`src/rtl/mem_port_arbiter_if.sv`:
```
// Bus bundle between the MIPS pipeline, the unified memory and mem_port_arbiter.
// slave  : arbiter view (takes IF/DM requests, drives memory strobe and responses)
// master : environment view (pipeline + memory model)
interface mem_port_arbiter_if #(
  parameter int ADDR_W = 32,
  parameter int DATA_W = 32
);
  logic              if_req;
  logic [ADDR_W-1:0] if_addr;
  logic              if_rvalid;
  logic [DATA_W-1:0] if_rdata;
  logic              dm_req;
  logic              dm_we;
  logic [ADDR_W-1:0] dm_addr;
  logic [DATA_W-1:0] dm_wdata;
  logic              dm_rvalid;
  logic [DATA_W-1:0] dm_rdata;
  logic              mem_en;
  logic              mem_we;
  logic [ADDR_W-1:0] mem_addr;
  logic [DATA_W-1:0] mem_wdata;
  logic [DATA_W-1:0] mem_rdata;
  logic              stall_if;
  logic              stall_mem;

  modport slave (
    input  if_req, if_addr, dm_req, dm_we, dm_addr, dm_wdata, mem_rdata,
    output if_rvalid, if_rdata, dm_rvalid, dm_rdata,
    output mem_en, mem_we, mem_addr, mem_wdata, stall_if, stall_mem
  );

  modport master (
    output if_req, if_addr, dm_req, dm_we, dm_addr, dm_wdata, mem_rdata,
    input  if_rvalid, if_rdata, dm_rvalid, dm_rdata,
    input  mem_en, mem_we, mem_addr, mem_wdata, stall_if, stall_mem
  );
endinterface

```
`src/rtl/mem_port_arbiter.sv`:
```
// mem_port_arbiter: shares one single-port memory between instruction fetch
// and the data stage. One access in flight, data port has priority, a
// starvation counter forces fetch to win after STARVE_MAX consecutive losses.
// Optional build macro MEM_ARB_PERF_EN adds saturating perf counters.
module mem_port_arbiter #(
  parameter int ADDR_W     = 32,
  parameter int DATA_W     = 32,
  parameter int MEM_LAT    = 2,
  parameter int STARVE_MAX = 4
) (
  input  logic              clk,
  input  logic              RESET,
  mem_port_arbiter_if.slave bus
`ifdef MEM_ARB_PERF_EN
  ,
  output logic [15:0]       perf_conflict,
  output logic [15:0]       perf_if_wait
`endif
);
  localparam int SW = $clog2(STARVE_MAX + 1);
  localparam int WW = $clog2(MEM_LAT) + 1;

  typedef enum logic [1:0] {S_IDLE, S_ISSUE, S_WAIT, S_RESP} state_t;

  state_t            state;
  logic              own_dm;
  logic              own_we;
  logic [SW-1:0]     starve_cnt;
  logic [WW-1:0]     wait_cnt;
  logic              mem_en_r;
  logic              mem_we_r;
  logic [ADDR_W-1:0] mem_addr_r;
  logic [DATA_W-1:0] mem_wdata_r;
  logic              if_rvalid_r;
  logic              dm_rvalid_r;
  logic [DATA_W-1:0] if_rdata_r;
  logic [DATA_W-1:0] dm_rdata_r;
  logic              dm_win;
  logic              stall_if;

  // Data port wins a tie unless fetch has already lost STARVE_MAX in a row.
  assign dm_win = bus.dm_req && !(bus.if_req && starve_cnt == SW'(STARVE_MAX));

  assign stall_if      = bus.if_req & ~if_rvalid_r;
  assign bus.stall_if  = stall_if;
  assign bus.stall_mem = bus.dm_req & ~dm_rvalid_r;
  assign bus.mem_en    = mem_en_r;
  assign bus.mem_we    = mem_we_r;
  assign bus.mem_addr  = mem_addr_r;
  assign bus.mem_wdata = mem_wdata_r;
  assign bus.if_rvalid = if_rvalid_r;
  assign bus.dm_rvalid = dm_rvalid_r;
  assign bus.if_rdata  = if_rdata_r;
  assign bus.dm_rdata  = dm_rdata_r;

  // Access FSM; all outputs are registered and default to zero each cycle so
  // strobes and response pulses last exactly one cycle.
  always_ff @(posedge clk) begin
    if (RESET) begin
      state       <= S_IDLE;
      own_dm      <= 1'b0;
      own_we      <= 1'b0;
      starve_cnt  <= '0;
      wait_cnt    <= '0;
      mem_en_r    <= 1'b0;
      mem_we_r    <= 1'b0;
      mem_addr_r  <= '0;
      mem_wdata_r <= '0;
      if_rvalid_r <= 1'b0;
      dm_rvalid_r <= 1'b0;
      if_rdata_r  <= '0;
      dm_rdata_r  <= '0;
    end else begin
      mem_en_r    <= 1'b0;
      mem_we_r    <= 1'b0;
      mem_addr_r  <= '0;
      mem_wdata_r <= '0;
      if_rvalid_r <= 1'b0;
      dm_rvalid_r <= 1'b0;
      if_rdata_r  <= '0;
      dm_rdata_r  <= '0;
      case (state)
        S_IDLE: begin
          if (bus.if_req || bus.dm_req) begin
            // The memory strobe registers double as the request latch.
            state    <= S_ISSUE;
            mem_en_r <= 1'b1;
            if (dm_win) begin
              own_dm      <= 1'b1;
              own_we      <= bus.dm_we;
              mem_we_r    <= bus.dm_we;
              mem_addr_r  <= bus.dm_addr;
              mem_wdata_r <= bus.dm_wdata;
              if (bus.if_req && starve_cnt != SW'(STARVE_MAX))
                starve_cnt <= starve_cnt + SW'(1);
            end else begin
              own_dm      <= 1'b0;
              own_we      <= 1'b0;
              mem_addr_r  <= bus.if_addr;
              starve_cnt  <= '0;
            end
          end
        end
        S_ISSUE: begin
          wait_cnt <= WW'(MEM_LAT - 1);
          state    <= S_WAIT;
        end
        S_WAIT: begin
          if (wait_cnt == '0) begin
            // Capture cycle: mem_rdata is valid MEM_LAT cycles after the strobe.
            state <= S_RESP;
            if (own_dm) begin
              dm_rvalid_r <= 1'b1;
              dm_rdata_r  <= own_we ? '0 : bus.mem_rdata;
            end else begin
              if_rvalid_r <= 1'b1;
              if_rdata_r  <= bus.mem_rdata;
            end
          end else begin
            wait_cnt <= wait_cnt - WW'(1);
          end
        end
        default: state <= S_IDLE;
      endcase
    end
  end

`ifdef MEM_ARB_PERF_EN
  // Saturating counters: IDLE-cycle conflicts and cycles fetch is stalled.
  always_ff @(posedge clk) begin
    if (RESET) begin
      perf_conflict <= '0;
      perf_if_wait  <= '0;
    end else begin
      if (state == S_IDLE && bus.if_req && bus.dm_req && perf_conflict != 16'hFFFF)
        perf_conflict <= perf_conflict + 16'd1;
      if (stall_if && perf_if_wait != 16'hFFFF)
        perf_if_wait <= perf_if_wait + 16'd1;
    end
  end
`endif
endmodule

```
`src/flat_wrapper.sv`:
```
// flat-port wrapper written by rule: the top's interface ports become plain ports
module mem_port_arbiter_flat 
#(
  parameter int ADDR_W     = 32,
  parameter int DATA_W     = 32,
  parameter int MEM_LAT    = 2,
  parameter int STARVE_MAX = 4
)
  (clk, RESET, bus_if_req, bus_if_addr, bus_dm_req, bus_dm_we, bus_dm_addr, bus_dm_wdata, bus_mem_rdata, bus_if_rvalid, bus_if_rdata, bus_dm_rvalid, bus_dm_rdata, bus_mem_en, bus_mem_we, bus_mem_addr, bus_mem_wdata, bus_stall_if, bus_stall_mem);
  mem_port_arbiter_if #(.ADDR_W(ADDR_W), .DATA_W(DATA_W)) bus_i ();
  input  logic clk;
  input  logic RESET;
  input wire logic [$bits(bus_i.if_req)-1:0] bus_if_req;
  input wire logic [$bits(bus_i.if_addr)-1:0] bus_if_addr;
  input wire logic [$bits(bus_i.dm_req)-1:0] bus_dm_req;
  input wire logic [$bits(bus_i.dm_we)-1:0] bus_dm_we;
  input wire logic [$bits(bus_i.dm_addr)-1:0] bus_dm_addr;
  input wire logic [$bits(bus_i.dm_wdata)-1:0] bus_dm_wdata;
  input wire logic [$bits(bus_i.mem_rdata)-1:0] bus_mem_rdata;
  output wire logic [$bits(bus_i.if_rvalid)-1:0] bus_if_rvalid;
  output wire logic [$bits(bus_i.if_rdata)-1:0] bus_if_rdata;
  output wire logic [$bits(bus_i.dm_rvalid)-1:0] bus_dm_rvalid;
  output wire logic [$bits(bus_i.dm_rdata)-1:0] bus_dm_rdata;
  output wire logic [$bits(bus_i.mem_en)-1:0] bus_mem_en;
  output wire logic [$bits(bus_i.mem_we)-1:0] bus_mem_we;
  output wire logic [$bits(bus_i.mem_addr)-1:0] bus_mem_addr;
  output wire logic [$bits(bus_i.mem_wdata)-1:0] bus_mem_wdata;
  output wire logic [$bits(bus_i.stall_if)-1:0] bus_stall_if;
  output wire logic [$bits(bus_i.stall_mem)-1:0] bus_stall_mem;
  assign bus_i.if_req = bus_if_req;
  assign bus_i.if_addr = bus_if_addr;
  assign bus_i.dm_req = bus_dm_req;
  assign bus_i.dm_we = bus_dm_we;
  assign bus_i.dm_addr = bus_dm_addr;
  assign bus_i.dm_wdata = bus_dm_wdata;
  assign bus_i.mem_rdata = bus_mem_rdata;
  assign bus_if_rvalid = bus_i.if_rvalid;
  assign bus_if_rdata = bus_i.if_rdata;
  assign bus_dm_rvalid = bus_i.dm_rvalid;
  assign bus_dm_rdata = bus_i.dm_rdata;
  assign bus_mem_en = bus_i.mem_en;
  assign bus_mem_we = bus_i.mem_we;
  assign bus_mem_addr = bus_i.mem_addr;
  assign bus_mem_wdata = bus_i.mem_wdata;
  assign bus_stall_if = bus_i.stall_if;
  assign bus_stall_mem = bus_i.stall_mem;
  mem_port_arbiter #(.ADDR_W(ADDR_W), .DATA_W(DATA_W), .MEM_LAT(MEM_LAT), .STARVE_MAX(STARVE_MAX)) u_core (.clk(clk), .RESET(RESET), .bus(bus_i));
endmodule
```
`config.mk`:
```
export PLATFORM = sky130hd
export DESIGN_NAME = mem_port_arbiter_flat
export DESIGN_NICKNAME = d
export VERILOG_FILES = /design/src/rtl/mem_port_arbiter_if.sv /design/src/rtl/mem_port_arbiter.sv /design/src/flat_wrapper.sv
export SDC_FILE = /design/constraint.sdc
export NUM_CORES = 1
export LEC_CHECK = 0
export CAP_MARGIN = 25
export CORE_AREA = 2 2 96 135
export CTS_CLUSTER_DIAMETER = 80
export DETAILED_ROUTE_END_ITERATION = 7
export DIE_AREA = 0 0 98 137
export GPL_ROUTABILITY_DRIVEN = 0
export HOLD_SLACK_MARGIN = 0.05
export PLACE_DENSITY = 0.78
export SLEW_MARGIN = 20
export SYNTH_ARGS = -nofsm -noshare
export SYNTH_HDL_FRONTEND = slang
export SYNTH_SLANG_ARGS = --single-unit
```
`constraint.sdc`:
```
create_clock -name clk -period 1.7 [get_ports clk]
set_input_delay 0.34 -clock clk [delete_from_list [all_inputs] [get_ports clk]]
set_output_delay 0.34 -clock clk [all_outputs]
set_load 0.005 [all_outputs]
```
; Word level (Yosys, flattened, before mapping)
; Cells that the tools add are included.
[totals]
word_cells = 64
input_bits = 133
register_bits = 141
out_inout_bits = 134
[classes]
add_sub_neg = 2
n_mux = 13
n_reduce_logical = 18
bitwise = 10
eq_ne = 8
[op_table]
columns = op, count
row1 = 32-bit 2-to-1 mux, 1
row2 = 1-bit inverter, 8
row3 = 4-bit OR reduction, 2
row4 = 2-bit 2-to-1 mux, 3
row5 = 3-bit 2-to-1 mux, 2
row6 = 2-bit case mux with 3 select lines, 1
row7 = 2-bit AND reduction, 3
row8 = 3-bit OR reduction, 2
row9 = 1-bit 2-to-1 mux, 5
row10 = 5-bit OR reduction, 1
row11 = 2-bit zero test, 2
row12 = 2-bit by 1-bit != test with 1-bit output (second input constant), 2
row13 = 2-bit != test (second input constant), 2
row14 = 2-bit case mux with 2 select lines, 1
row15 = 3-bit by 1-bit adder with 3-bit output (second input constant), 1
row16 = 3-bit equality test (second input constant), 1
row17 = 1-bit logical AND, 3
row18 = 3-bit != test (second input constant), 1
row19 = 3-bit AND reduction, 1
row20 = 1-bit bitwise AND, 2
row21 = 2-bit by 1-bit equality test with 1-bit output (second input constant), 1
row22 = 2-bit equality test (second input constant), 1
row23 = 2-bit nonzero test, 1
row24 = 2-bit OR reduction, 1
row25 = other kinds (3), 3

; Depth between registers and ports, before layout
[logic_depth]
word_depth = 6
ltp_mapped = 7
ltp_nobuf = 5

; Worst setup path after synthesis
; Ideal clock, no wire load.
[synth_path]
path_type = register to register
startpoint = register u_core.state[0]
endpoint = register u_core.mem_wdata_r[10], in the netlist u_core.bus.mem_wdata[10]
synth_period_minus_slack_ps = 1471
arrival_time_ps = 1356
t_required_ps = 1585
setup_slack_ps = 229
n_path_buf = 2
stages_incl_launch_ff = 8
setup_ps = 115
cell_sequence = dfxtp_1 inv_1 ha_1 nor2b_2 and3_1 buf_2 buf_4 and2_1
[synth_via]
elab_chain_cells = 3
[synth_lines]
columns = item, line_no
row1 = from (decl), mem_port_arbiter.sv:25  ; state_t state;
row2 = from (signal assigned), mem_port_arbiter.sv:60  ; state <= S_IDLE;
row3 = from (signal assigned), mem_port_arbiter.sv:86  ; state <= S_ISSUE;
row4 = from (signal assigned), mem_port_arbiter.sv:106  ; state <= S_WAIT;
row5 = 2-bit zero test, mem_port_arbiter.sv:82  ; case (state)
row6 = 1-bit inverter (no line), -
row7 = 4-bit OR reduction (no line), -
row8 = to (signal assigned), mem_port_arbiter.sv:93  ; mem_wdata_r <= bus.dm_wdata;
row9 = to (decl), mem_port_arbiter.sv:33  ; logic [DATA_W-1:0] mem_wdata_r;
; No other way between the ends.
; A chain may end at the register's enable or synchronous reset.

; Worst setup path in the final report
[layout_path]
startpoint = register u_core.dm_rvalid_r, in the netlist u_core.bus.dm_rvalid
endpoint = output bus_dm_rvalid
[layout_lines]
columns = item, line_no
row1 = from (decl), mem_port_arbiter.sv:35  ; logic dm_rvalid_r;
row2 = from (signal assigned), mem_port_arbiter.sv:70  ; dm_rvalid_r <= 1'b0;
row3 = from (signal assigned), mem_port_arbiter.sv:79  ; dm_rvalid_r <= 1'b0;
row4 = from (signal assigned), mem_port_arbiter.sv:113  ; dm_rvalid_r <= 1'b1;
row5 = to (decl), flat_wrapper.sv:22  ; output wire logic [$bits(bus_i.dm_rvalid)-1:0] bus_dm_rvalid;
; No word-level cell between the ends.

==> run metrics <==
initial core utilization 0.3750; pwr dens roughly 1200 mW/mm^2; delay-heaviest family, CP buffers and inverters; Critical Path AT 1.30 ns; Worst Max-Slew Pin Slew ~0.38 ns; Synth Area in Adders 0.01642; Synth Warn # 0; vias in the first global route roughly 4200; Seq/Total Area, Yosys 0.6174; Net Sw Frac 0.2428; internal power between 0.007 and 0.008 W; combinational fraction of design power 0.203; final setup vio count 0; sequential power share 0.393; post-synth top area share 0.6174; Worst Path Buf+Inv 1; Routed WL approximately 14000 um; top layer in use met4; Yosys top cell by area dfxtp_1; die area approximately 0.013 sq mm; largest net degree at the start of global routing 67; Reg2Reg Setup Slack 0.13 ns; total CTS buffers 17; I/O pin count roughly 270; CTS tree done; Routed Antenna Nets 0; crit path cell chain clkdlybuf4s50_1; # diodes 0; Netlist cell types 32; CTS Buffer Depth 2; Die Wd roughly 100 um; Max transition margin 0.7437; height of the die 137 um; Detailed Place HPWL about 10000 um; Hold Vio Cnt, Final 0; Post-Synth Simple-Gate Area 0.2389; Layout Utilization 0.6594; synthesized area roughly 0.0046 sq mm; worst skew pair latency 0.40 ns; Via density between 4 and 5; DR DRC count 0; Max Slew Vio Count 0; clock network power share 0.403; met3 WL post-DR between 1000 and 1500 um; worst-path maximum fanout 2; global-route wire length before repair between 20000 and 25000 um; IO buf count 266; Synth area leaders dfxtp_1 (62%), and2_1 (14%), o2111ai_1 (6.1%); ys flop type dfxtp_1; sw power between 0.002 and 0.0025 W; Synth-to-Final Area Change 75.83%; f_max around 0.61 GHz; metal2 WL around 7400 um; share of cells above drive strength 1 0.07010; RSZ-0062 raised after global routing no; area of the multi-input gates about 0.0015 sq mm; run status finished, final reports clean; DRT met1 WL around 5000 um; Post-synth ARST share 0; MaxCap Viol Count 0; global route overflow 0; routed vias around 4100; syn_nets between 500 and 600; share of the clock period used by the worst path 0.9653; register area between 0.002 and 0.003 sq mm; Area after DPL 0.007418 sq mm; DR WL/cell between 15 and 20 um; CP endpoint kind output port; 1st-pass router iterations 4; Hold Crit Class register to register; Starting DRT DRC Count ~150; clock sinks approximately 140; worst clock skew roughly 0.0065 ns; post-synthesis compound-gate area fraction 0.07991; Mapped Avg Cell Area 10.81 sq um; Reg clk slew, reported paths ~0.060 ns; area of the core 0.01219 sq mm; initial antenna violation count 0; # Post-CTS Setup Buffers 0; Synth Instances 423; GR Util All Layers 0.2020; Root Buffer clkbuf_16; maximum vdd drop roughly 630 uV; Post-Synth XOR/XNOR Area 0; Yosys reg bits roughly 140; cell row count 48; Post-synth EDFFs 0; largest family of logic cells by synthesized area simple AND/OR/NAND/NOR gates; critical path class register to output port; fin crit period around 1.6 ns; fillers approximately 970; CP required 1.36 ns; H-tree depth 4; CP peak stage delay ~0.57 ns; cts hold-fix bufs 0; slowest cell on the critical path clkdlybuf4s50_1; Post-CTS Resized 2; design area 0.008039 sq mm; LEAKAGE 3.211 nW; mux cell area share after synthesis 0.002189; nets 825; crit start category register
==> through the flow <==
step / hold slack [ns] / total power (W) / worst slack (ns) / setup TNS, ns / std cells
2_1_floorplan: 0.4366 / 0.004644 / 0.2291 / 0 / 423
3_3_place_gp: 0.4457 / 0.005737 / -0.2211 / -8.549 / 817
3_5_place_dp: 0.4671 / 0.005830 / -0.2086 / -9.339 / 817
4_1_cts: 0.4758 / 0.009729 / 0.008714 / 0 / 849
5_1_grt: 0.4830 / 0.01008 / 0.002180 / 0 / 849
6_report: 0.4800 / 0.009641 / 0.05906 / 0 / 849
==> power by group through the flow <==
stage / registers (W) / clock network [W] / logic [W]
CTS: 0.00379 / 0.00396 / 0.00198
floorplan: 0.00389 / 0 / 0.000757
detailed placement: 0.00386 / 0 / 0.00197
global placement: 0.00384 / 0 / 0.00189
finish: 0.00379 / 0.00389 / 0.00196
global route: 0.00383 / 0.00413 / 0.00212
==> layout by cell type (no fill, tap or decap), drive strengths merged, types with 2 or more instances in the layout <==
cell and count:
bufinv 4, and2 99, clkdlybuf4s50 264, clkinv 4, clkbuf 20, inv 10, o21ai 2, nand2 36
dlygate4sd2 2, nor2 3, buf 14, a21oi 4, nor3 3, clkinvlp 2, nand4 33, ha 6
dfxtp 141, nor2b 6, o2111ai 32, a32o 2
==> flip-flops by register name, summed over array words and instances (netlist names) <==
name / cells
u_core.bus.dm_rvalid: 1
u_core.state: 2
u_core.bus.if_rdata: 32
u_core.bus.mem_wdata: 32
u_core.bus.mem_en: 1
u_core.own_dm: 1
u_core.wait_cnt: 2
u_core.own_we: 1
u_core.starve_cnt: 3
u_core.bus.dm_rdata: 32
u_core.bus.mem_we: 1
u_core.bus.if_rvalid: 1
u_core.bus.mem_addr: 32
==> logic make-up (layout without fill, tap and decap cells) <==
| kind of cell | count (synthesis) | count (layout) |
|---|---|---|
| and+or+nand+nor | 187 | 187 |
| muxes | 1 | 1 |
| AOI/OAI and AO/OA | 44 | 44 |
| adders and majority gates | 6 | 6 |
| DFF | 141 | 141 |
| buffers and inverters | 44 | 320 |
==> worst reg2reg max path: stages (launching register included) <==
cell and delay, ns:
dfxtp_1 0.36, inv_1 0.08, ha_1 0.29, nor2b_4 0.17, and3_1 0.20, buf_12 0.16, a32o_1 0.21
==> layer usage <==
metal | up-vias | track usage
met5 | - | 0
met4 | 0 | 0.08951
met3 | 25 | 0.06537
met2 | 199 | 0.3718
met1 | 1889 | 0.2083
li1 | 1981 | -
==> final cells by class <==
type                    count  share of cell area
repair buffers            280              0.3518
multi-input cells         238              0.1925
inverters                   8            0.003735
clock inverters            12             0.02319
clock buffers              20             0.05432
flip-flops and latches    141              0.3511
well taps                 150             0.02335
==> cell usage after synthesis (all sizes together), types with 3 or more instances <==
master	count
ha	6
nor3	3
nor2b	6
a21oi	4
nor2	3
clkbuf	16
buf	20
o2111ai	32
nand4	33
inv	7
nand2	36
and2	99
dfxtp	141
==> final timing paths <==
kind,cells past startpoint,start,to
worst max-delay path,1,u_core.bus.dm_rvalid,bus_dm_rvalid
worst max register to register,6,u_core.state[0],u_core.own_we
worst min register to register,1,u_core.wait_cnt[0],u_core.wait_cnt[0]
worst min-delay path,1,u_core.wait_cnt[0],u_core.wait_cnt[0]
Power figures use the tool's default switching activity.
